[src/rtl/cpu_types_pkg.sv]
// Shared CPU types: word, RAM handshake state and the memory responder FSM state.
package cpu_types_pkg;
  localparam int WORD_W = 32;

  typedef logic [WORD_W-1:0] word_t;

  typedef enum logic [1:0] {
    FREE   = 2'd0,
    BUSY   = 2'd1,
    ACCESS = 2'd2,
    ERROR  = 2'd3
  } ramstate_t;

  typedef enum logic [1:0] {
    IDLE   = 2'd0,
    IFETCH = 2'd1,
    DACC   = 2'd2,
    RESP   = 2'd3
  } rsp_state_t;
endpackage

[src/rtl/iline_buffer.sv]
// One-entry instruction buffer: tag/data/valid with fill, address invalidate,
// flush and a combinational hit on the lookup address.
module iline_buffer
  import cpu_types_pkg::*;
#(
  parameter bit EN = 1'b1
) (
  input  logic  CLK,
  input  logic  RST,
  input  logic  fill,
  input  word_t fill_addr,
  input  word_t fill_data,
  input  logic  fill_valid,
  input  logic  inval,
  input  word_t inval_addr,
  input  logic  flush,
  input  word_t lookup_addr,
  output logic  hit,
  output word_t hit_data
);
  word_t tag_q, data_q;
  logic  valid_q;

  always_ff @(posedge CLK) begin
    if (RST) begin
      tag_q   <= '0;
      data_q  <= '0;
      valid_q <= 1'b0;
    end else begin
      if (fill) begin
        tag_q  <= fill_addr;
        data_q <= fill_data;
      end
      // flush wins over a same-cycle fill so a halted core never sees stale lines
      if (flush)
        valid_q <= 1'b0;
      else if (fill)
        valid_q <= fill_valid;
      else if (inval && (inval_addr == tag_q))
        valid_q <= 1'b0;
    end
  end

  assign hit      = EN && valid_q && (tag_q == lookup_addr);
  assign hit_data = data_q;
endmodule

[src/rtl/dp_mem_responder.sv]
// Memory-side responder: arbitrates fetch/load/store onto one RAM port (data first),
// waits out RAM latency and returns one-cycle ihit/dhit pulses.
module dp_mem_responder
  import cpu_types_pkg::*;
#(
  parameter word_t ERR_WORD = 32'hBAD1BAD1,
  parameter bit    IBUF_EN  = 1'b1
) (
  input  logic      CLK,
  input  logic      RST,
  input  logic      halt,
  input  logic      imemREN,
  input  word_t     imemaddr,
  input  logic      dmemREN,
  input  logic      dmemWEN,
  input  word_t     dmemaddr,
  input  word_t     dmemstore,
  output logic      ihit,
  output word_t     imemload,
  output logic      dhit,
  output word_t     dmemload,
  output logic      ramREN,
  output logic      ramWEN,
  output word_t     ramaddr,
  output word_t     ramstore,
  input  word_t     ramload,
  input  ramstate_t ramstate,
  output logic      err
);
  rsp_state_t state, nxt;
  word_t      addr_q, sdata_q, load_q;
  logic       is_store_q, is_ifetch_q, err_q;

  logic  dreq, ireq, ram_done, ram_err, buf_hit;
  word_t buf_data;

  assign dreq     = dmemREN | dmemWEN;
  assign ireq     = imemREN & ~halt;
  assign ram_err  = (ramstate == ERROR);
  assign ram_done = (ramstate == ACCESS) | ram_err;

  iline_buffer #(.EN(IBUF_EN)) u_ibuf (
    .CLK        (CLK),
    .RST        (RST),
    .fill       ((state == IFETCH) && ram_done),
    .fill_addr  (addr_q),
    .fill_data  (ram_err ? ERR_WORD : ramload),
    .fill_valid (~ram_err),
    .inval      ((state == DACC) && ram_done && is_store_q),
    .inval_addr (addr_q),
    .flush      (halt),
    .lookup_addr(imemaddr),
    .hit        (buf_hit),
    .hit_data   (buf_data)
  );

  always_ff @(posedge CLK) begin
    if (RST) begin
      state       <= IDLE;
      addr_q      <= '0;
      sdata_q     <= '0;
      load_q      <= '0;
      is_store_q  <= 1'b0;
      is_ifetch_q <= 1'b0;
      err_q       <= 1'b0;
    end else begin
      state <= nxt;
      case (state)
        IDLE: begin
          if (dreq) begin
            // load+store together is served as a store
            addr_q      <= dmemaddr;
            sdata_q     <= dmemWEN ? dmemstore : '0;
            is_store_q  <= dmemWEN;
            is_ifetch_q <= 1'b0;
          end else if (ireq) begin
            addr_q      <= imemaddr;
            is_store_q  <= 1'b0;
            is_ifetch_q <= 1'b1;
            if (buf_hit) load_q <= buf_data;
          end
        end
        DACC, IFETCH: begin
          if (ram_done) begin
            if (is_store_q)   load_q <= '0;
            else if (ram_err) load_q <= ERR_WORD;
            else              load_q <= ramload;
            if (ram_err) err_q <= 1'b1;
          end
        end
        default: ;
      endcase
    end
  end

  always_comb begin
    nxt = state;
    case (state)
      IDLE: begin
        if (dreq)                 nxt = DACC;
        else if (ireq && buf_hit) nxt = RESP;
        else if (ireq)            nxt = IFETCH;
      end
      DACC, IFETCH: if (ram_done) nxt = RESP;
      RESP:                       nxt = IDLE;
      default:                    nxt = IDLE;
    endcase
  end

  always_comb begin
    ihit     = (state == RESP) &&  is_ifetch_q;
    dhit     = (state == RESP) && !is_ifetch_q;
    imemload = ihit ? load_q : '0;
    dmemload = dhit ? load_q : '0;
    ramREN   = (state == IFETCH) || ((state == DACC) && !is_store_q);
    ramWEN   = (state == DACC) && is_store_q;
    ramaddr  = (state == IFETCH || state == DACC) ? addr_q : '0;
    ramstore = ramWEN ? sdata_q : '0;
    err      = err_q;
  end
endmodule

[config.mk]
export PLATFORM = sky130hd
export DESIGN_NAME = dp_mem_responder
export DESIGN_NICKNAME = d
export VERILOG_FILES = /design/src/rtl/cpu_types_pkg.sv /design/src/rtl/iline_buffer.sv /design/src/rtl/dp_mem_responder.sv
export SDC_FILE = /design/constraint.sdc
export NUM_CORES = 1
export LEC_CHECK = 0
export ABC_AREA = 0
export CORE_MARGIN = 5
export CORE_UTILIZATION = 42
export DETAILED_ROUTE_END_ITERATION = 6
export HOLD_SLACK_MARGIN = 0.08
export PLACE_DENSITY = 0.79
export SYNTH_ARGS = -nofsm -noshare
export SYNTH_HDL_FRONTEND = slang
export SYNTH_SLANG_ARGS = --single-unit
[constraint.sdc]
create_clock -name CLK -period 2.21 [get_ports CLK]
set_input_delay 0.442 -clock CLK [delete_from_list [all_inputs] [get_ports CLK]]
set_output_delay 0.442 -clock CLK [all_outputs]
set_load 0.03 [all_outputs]
==> results of run 1 <==
==> registers in the layout (all words and copies together), names as in the netlist <==
signal,count
load_q,32
state,2
u_ibuf.tag_q,32
addr_q,32
err,1
u_ibuf.hit_data,32
u_ibuf.valid_q,1
is_store_q,1
sdata_q,32
is_ifetch_q,1
==> worst max-delay path, stage by stage <==
cell and delay, ns:
dlygate4sd2_1 0.29, xnor2_2 0.17, buf_4 0.14, nand4_1 0.07
or4_4 0.57, o31ai_4 0.25, buf_6 0.16, buf_6 0.13
a21oi_4 0.08, o22a_1 0.24
==> what timing repair did <==
item / 4_1_cts / 5_1_grt
endpoints found under the setup margin: 85 / 144
gates cloned: 2 / 5
hold buffers: 0 / 0
pin swaps: 6 / 10
setup buffers: 1 / 7
resized for setup: 30 / 73
==> how the worst min path moves through the flow <==
| stage | end | slack (ns) | depth (start not counted) |
|---|---|---|---|
| floorplan | u_ibuf.hit_data[10] | 0.43 | 2 |
| finish | addr_q[23] | 0.36 | 3 |
| global placement | u_ibuf.hit_data[14] | 0.44 | 2 |
| detailed placement | u_ibuf.hit_data[24] | 0.44 | 2 |
| global route | addr_q[23] | 0.37 | 3 |
| CTS | u_ibuf.hit_data[24] | 0.45 | 2 |
==> where the power goes <==
part           switching [mW]  internal, mW  total, mW
Combinational            3.55          2.71       6.25
Sequential              0.645          3.77       4.41
Clock                    1.17          1.67       2.85
==> layout by cell type, fill, tap and decap left out, drive strengths merged, types with 33 or more instances in the layout <==
master / n
and3: 64
a311oi: 33
and2: 68
buf: 192
dfxtp: 166
a21oi: 66
a211oi: 34
xnor2: 45
nand2: 146
clkdlybuf4s50: 123
nor2: 96
==> cells in the mapped netlist (3+ instances only) <==
library cell  number  area [um2]
nor4_1             6       37.54
and2_1            67       419.2
nand2_1          146       548.0
o211ai_1          18       135.1
and3_1            64       400.4
o22a_1            18       157.7
a211oi_1          34       255.2
dfxtp_1          166        3323
clkbuf_1          78       292.8
nand3b_1          14       105.1
a31oi_1            3       18.77
buf_4              3       22.52
nand3_1            4       20.02
inv_1              4       15.01
ha_1               4       50.05
a21oi_1           63       315.3
a311oi_1          33       289.0
a22o_1            32       280.3
xnor2_1           45       394.1
xor2_1            19       166.4
o21ai_0           19       95.09
buf_1              8       30.03
nand4_1           11       68.82
a22oi_1           14       105.1
nor2_1            96       360.4
==> logic make-up after synthesis <==
family | after synthesis | synth area share
AND/OR/NAND/NOR | 417 | 0.2507
AO/OA/AOI/OAI | 240 | 0.2123
flip-flops | 166 | 0.4126
buffers and inverters | 97 | 0.04862
XOR/XNOR | 64 | 0.06959
adder cells (fa/ha/maj) | 4 | 0.006213
==> per-layer routing <==
metal  vias up  wire (um)  track usage
met1      3774      11100       0.2988
li1       3979          -            -
met3        33       2301      0.06399
met5         -          0            0
met2       317      12950       0.3728
met4         0        447      0.05912
==> area by class of cell <==
class                           count  area [um2]
Inverter                            5       18.77
Tap cell                          234       292.8
Multi-Input combinational cell    727        4548
Clock inverter                      8       103.9
Fill cell                        1554        6671
Sequential cell                   166        3327
Clock buffer                       21       450.4
Antenna cell                        1       2.502
Timing Repair Buffer              331        3353
==> through the flow <==
step / cells / setup slack [ns] / util / hold WS [ns]
after detailed placement: 1453 / -0.6921 / 0.5894 / 0.4443
after global routing: 1493 / -0.08575 / 0.6445 / 0.3726
final: 1493 / -0.02533 / 0.6445 / 0.3611
after floorplan: 988 / 0.003859 / - / 0.4323
after global placement: 1453 / -0.6609 / 0.5894 / 0.4382
after CTS: 1485 / -0.01965 / 0.6244 / 0.4529
==> results by group, run 1 <==
Worst hold path
  – Hold path start: imemaddr[23]
  – Hold WC Path Type: primary input to flop

Yosys
  – Seq cells post-synth: between 150 and 200
  – Cell count after synthesis: between 900 and 1000
  – Post-synthesis cell type count: 40
  – Synth async-reset ratio: 0
  – Register area share after synthesis: 0.4126
  – Synthesized cell area: 0.008055 mm2
  – Prevailing post-synth register cell: dfxtp_1
  – Post-Syn Nets: about 1100
  – EDFF count, synth: 0
  – Syn avg cell area: approximately 8 um2
  – YS warnings: 0

GRT
  – Number of global-route vias before repair: about 7700
  – Initial antenna violation count: 1
  – Total congestion overflow: 0
  – Pin count of the biggest net entering global routing: 54
  – Global Route Usage Sum: 0.2284
  – First-pass GRT wire length: 40.81 mm

Timing
  – Clk_skew: between 0.009 and 0.01 ns
  – Hold Violations, Final: 0
  – RSZ-0062 raised after global routing: true
  – Period minus WS final: ~2.2 ns
  – Max_slew headroom: 0.6369
  – Total Neg Setup Slack: -0.04421 ns
  – Worst Max-Slew Pin Slew: 0.5447 ns
  – Post-route clock period utilization: 1.011
  – Final Max Slew Viols: 0
  – Final setup violation count: 2
  – Worst Slack Setup Final: -0.02533 ns
  – FMAX: ~0.45 GHz

Worst setup path
  – R2r setup slk: -0.02 ns
  – CP endpoint: load_q[27]
  – CP Launch Type: primary input
  – Capturing point of the worst reg2reg path: load_q[27]
  – Worst path required time: ~2.5 ns
  – R2R Path Start: state[0]
  – Worst Setup Path Type: primary input to flop
  – Crit. End Element: flop
  – Worst Reg-to-Reg Cells: 9
  – Crit path DAT: approximately 2.6 ns
  – Crit path max fanout: 5
  – Crit. Startpoint: imemaddr[31]

Placed design
  – DP Wirelength: approximately 18 mm
  – Post-DP Area: 0.01106 mm2
  – Port bufs: ~270
  – Routability Congestion: between 0.8 and 0.9

Die
  – # rows: 50
  – Core box area: between 0.015 and 0.02 mm2
  – Die Area: 0.02205 mm2
  – Chip width: 148.5 um
  – Initial Utilization: 0.4292
  – DIE HEIGHT: roughly 150 um
  – I/O pin count: around 270

Detailed routing
  – Via density per instance: ~5.4
  – 1st-iter DRT viols: a little under 700
  – Drt pass-1 iters: 5
  – DRT Wirelength: 26.80 mm
  – Remaining routing DRC violations: 0
  – Per-cell routed wire length: 17.95 um
  – Antenna-violating nets left: 0
  – Via count: a little over 8000

Clock tree
  – Clock-pin slew on the worst setup and hold paths: ~0.06 ns
  – H-tree lvl count: 4
  – CTS buffer count: 17
  – Clock Tree Root: clkbuf_16
  – CTS sink cnt: ~170
  – Max Root-Sink Buffers: 2
  – Clk_lat worst skew: 0.42 ns
  – CTS tree: yes

Layout
  – Final Cell Area: ~0.012 mm2
  – Synth-to-layout area growth: 50.17%
  – Share of cells above drive strength 1: 0.2154
  – Final nets: roughly 1400

Run
  – Number of max-cap violations: 0

Power and ir drop
  – Pleak: 5.078 nW
  – VDD IR-drop max: between 500 and 600 uV
  – Power Density: 1117 mW/mm2
  – Total power: about 14 mW

Outcome
  – Status: finished, violations left
  – Failing checks: negative setup slack
No activity file was read; power rests on OpenSTA's default activity.
==> run 2: changes to the inputs <==
Settings changed: CORE_UTILIZATION 42 to 44, DONT_BUFFER_PORTS set to 1, PLACE_DENSITY 0.79 to 0.63.
==> run 2 against run 1 <==
  * Die area decreased by 4.2%
  * Sequential power increased by 1%
  * Combinational power decreased by 13%
  * Fmax increased by 1.6%
  * Utilization decreased by 10 points
  * Clock-buffer cell count decreased by 4
  * Largest cell class unchanged
  * The run now ends clean
  * Hold slack got worse by 0.24 ns
  * Flip-flop and latch count unchanged
  * Setup slack improved by 0.036 ns
==> results by group, run 2 (synthesis gave the netlist of run 1 again) <==
Worst setup path
  – CP max stage delay: 0.53 ns (-0.04 ns)
  – Crit path max fanout: 9 (+4)
  – Cell-by-cell trace of the critical path: xnor2_2 -> nand4_1 -> or4_4 -> o31ai_4 -> buf_6 -> a21oi_2 -> o22a_1
  – Crit path DAT: 2.51 ns (-0.04 ns)
  – Slowest CP cell: or4_4
  – Crit. End Element: flop
  – Worst Setup Path Type: flop to flop
  – CP Launch Type: flop
  – Critical path buffer and inverter count: 1 (-3)
  – Worst path required time: 2.52 ns (about the same)
  – Critical path's top delay family: compound AO/OA/AOI/OAI gates

Die
  – Chip width: 145.3 um (-2.1%)
  – DIE HEIGHT: 145.3 um (-2.1%)
  – Core box area: 0.01802 mm2 (-4.0%)
  – Die Area: 0.02111 mm2 (-4.2%)
  – # rows: 49 (-2.0%)
  – Initial Utilization: 0.4469 (+0.01770)
  – I/O pin count: 269 (unchanged)

Layout
  – Final nets: 1141 (-18%)
  – # diodes: 0 (-1)
  – Finished Core Util: 0.5399 (-0.1046)
  – Most frequent cells in the layout: dfxtp_1, nand2_1, nor2_1
  – Most common cell after layout, fill and taps aside: dfxtp_1
  – Synth-to-layout area growth: 20.81%
  – Share of cells above drive strength 1: 0.1923 (-0.02311)

Timing
  – Worst Max-Slew Pin Slew: 0.7736 ns (+0.2289 ns)
  – Final Max Slew Viols: 0 (unchanged)
  – Post-route clock period utilization: 0.9953 (-0.01616)
  – Total Neg Setup Slack: 0 ns (+0.04421 ns)
  – Clk_skew: 0.007637 ns (-0.001698 ns)
  – Final setup violation count: 0 (-2)
  – RSZ-0062 raised after global routing: true
  – FMAX: 0.4546 GHz (+1.6%)
  – Max_slew headroom: 0.4788 (-0.1580)
  – Period minus WS final: 2.200 ns (-0.03571 ns)
  – Hold Violations, Final: 0 (unchanged)

Placed design
  – DP Wirelength: 16.57 mm (-10%)
  – Port bufs: 0 (-100%)
  – Routability Congestion: 0.8468 (-1.1%)

Power and ir drop
  – Power Density: 1331 mW/mm2 (+19%)
  – VDD IR-drop max: 607.4 uV (+1.2%)
  – Pleak: 3.900 nW (-23%)

Clock tree
  – CTS buffer count: 17 (unchanged)
  – Clk_lat worst skew: 0.42 ns (about the same)
  – CTS tree: yes
  – Clock-pin slew on the worst setup and hold paths: 0.07 ns (about the same)
  – Max Root-Sink Buffers: 2 (unchanged)
  – CTS sink cnt: 166 (unchanged)
  – H-tree lvl count: 4 (unchanged)
  – Clock Tree Root: clkbuf_16

Detailed routing
  – Per-cell routed wire length: 19.85 um (+11%)
  – 1st-iter DRT viols: 475 (-31%)
  – Drt pass-1 iters: 7 (+2)
  – Via count: 7187 (-11%)
  – Antenna-violating nets left: 0 (unchanged)
  – Remaining routing DRC violations: 0 (unchanged)
  – Via density per instance: 5.782 (+6.5%)
  – DRT Wirelength: 24.67 mm (-7.9%)

Run
  – Number of max-cap violations: 0 (unchanged)

GRT
  – Total congestion overflow: 0 (unchanged)
  – Global Route Usage Sum: 0.2203 (-0.008094)
  – Pin count of the biggest net entering global routing: 138 (+160%)
  – Number of global-route vias before repair: 6779 (-12%)
  – First-pass GRT wire length: 38.22 mm (-6.3%)
  – Initial antenna violation count: 0 (-1)

Worst hold path
  – Hold WC Path Type: primary input to flop

Outcome
  – Status: complete, no violations
run 2: worst paths after layout:
| kind | start | end | slack [ns] | depth (start not counted) |
|---|---|---|---|---|
| setup / recovery | u_ibuf.tag_q[3] | load_q[29] | 0.01 | 7 |
| hold / removal | RST | addr_q[28] | 0.12 | 1 |
| setup reg to reg | u_ibuf.tag_q[3] | load_q[29] | 0.01 | 7 |
| hold reg to reg | u_ibuf.hit_data[30] | u_ibuf.hit_data[30] | 0.45 | 2 |
run 2: layer usage:
layer / routed length (um) / track usage / vias to the layer above
met3: 2035 / 0.07265 / 25
li1: - / - / 3498
met1: 10780 / 0.2958 / 3381
met4: 329 / 0.05784 / 0
met2: 11530 / 0.3427 / 283
met5: 0 / 0 / -
run 2: report_power, final:
group / switching, mW / internal, mW
logic: 3.28 / 2.16
clock network: 1.26 / 1.79
registers: 0.696 / 3.77
total: 5.24 / 7.72
run 2: what timing repair did:
action	CTS	global route
hold buffers	1	1
setup buffers	2	0
resized for setup	42	47
pin swaps	1	18
setup endpoints to repair	97	75
cloned	2	3
endpoints found under the hold margin	1	8
run 2: per-stage QoR:
stage / hold slack (ns) / cells / power [mW] / area, um2 / setup WS (ns)
5_1_grt: 0.09334 / 1243 / 13.72 / 9732 / -0.06393
6_report: 0.1241 / 1243 / 12.96 / 9732 / 0.01038
3_3_place_gp: 0.4376 / 1202 / 9.247 / 8750 / -0.2284
3_5_place_dp: 0.4409 / 1202 / 9.312 / 8750 / -0.2408
2_1_floorplan: 0.4323 / 988 / 7.851 / 8056 / 0.003859
4_1_cts: 0.08092 / 1239 / 12.81 / 9548 / -0.01540
run 2: layout make-up:
class	count	area [um2]
well taps	229	286.5
fillers	1684	8293
flip-flops and latches	166	3337
multi-input cells	727	4591
inverters	5	18.77
clock inverters	15	176.4
repair buffers	84	897.1
clock buffers	17	425.4
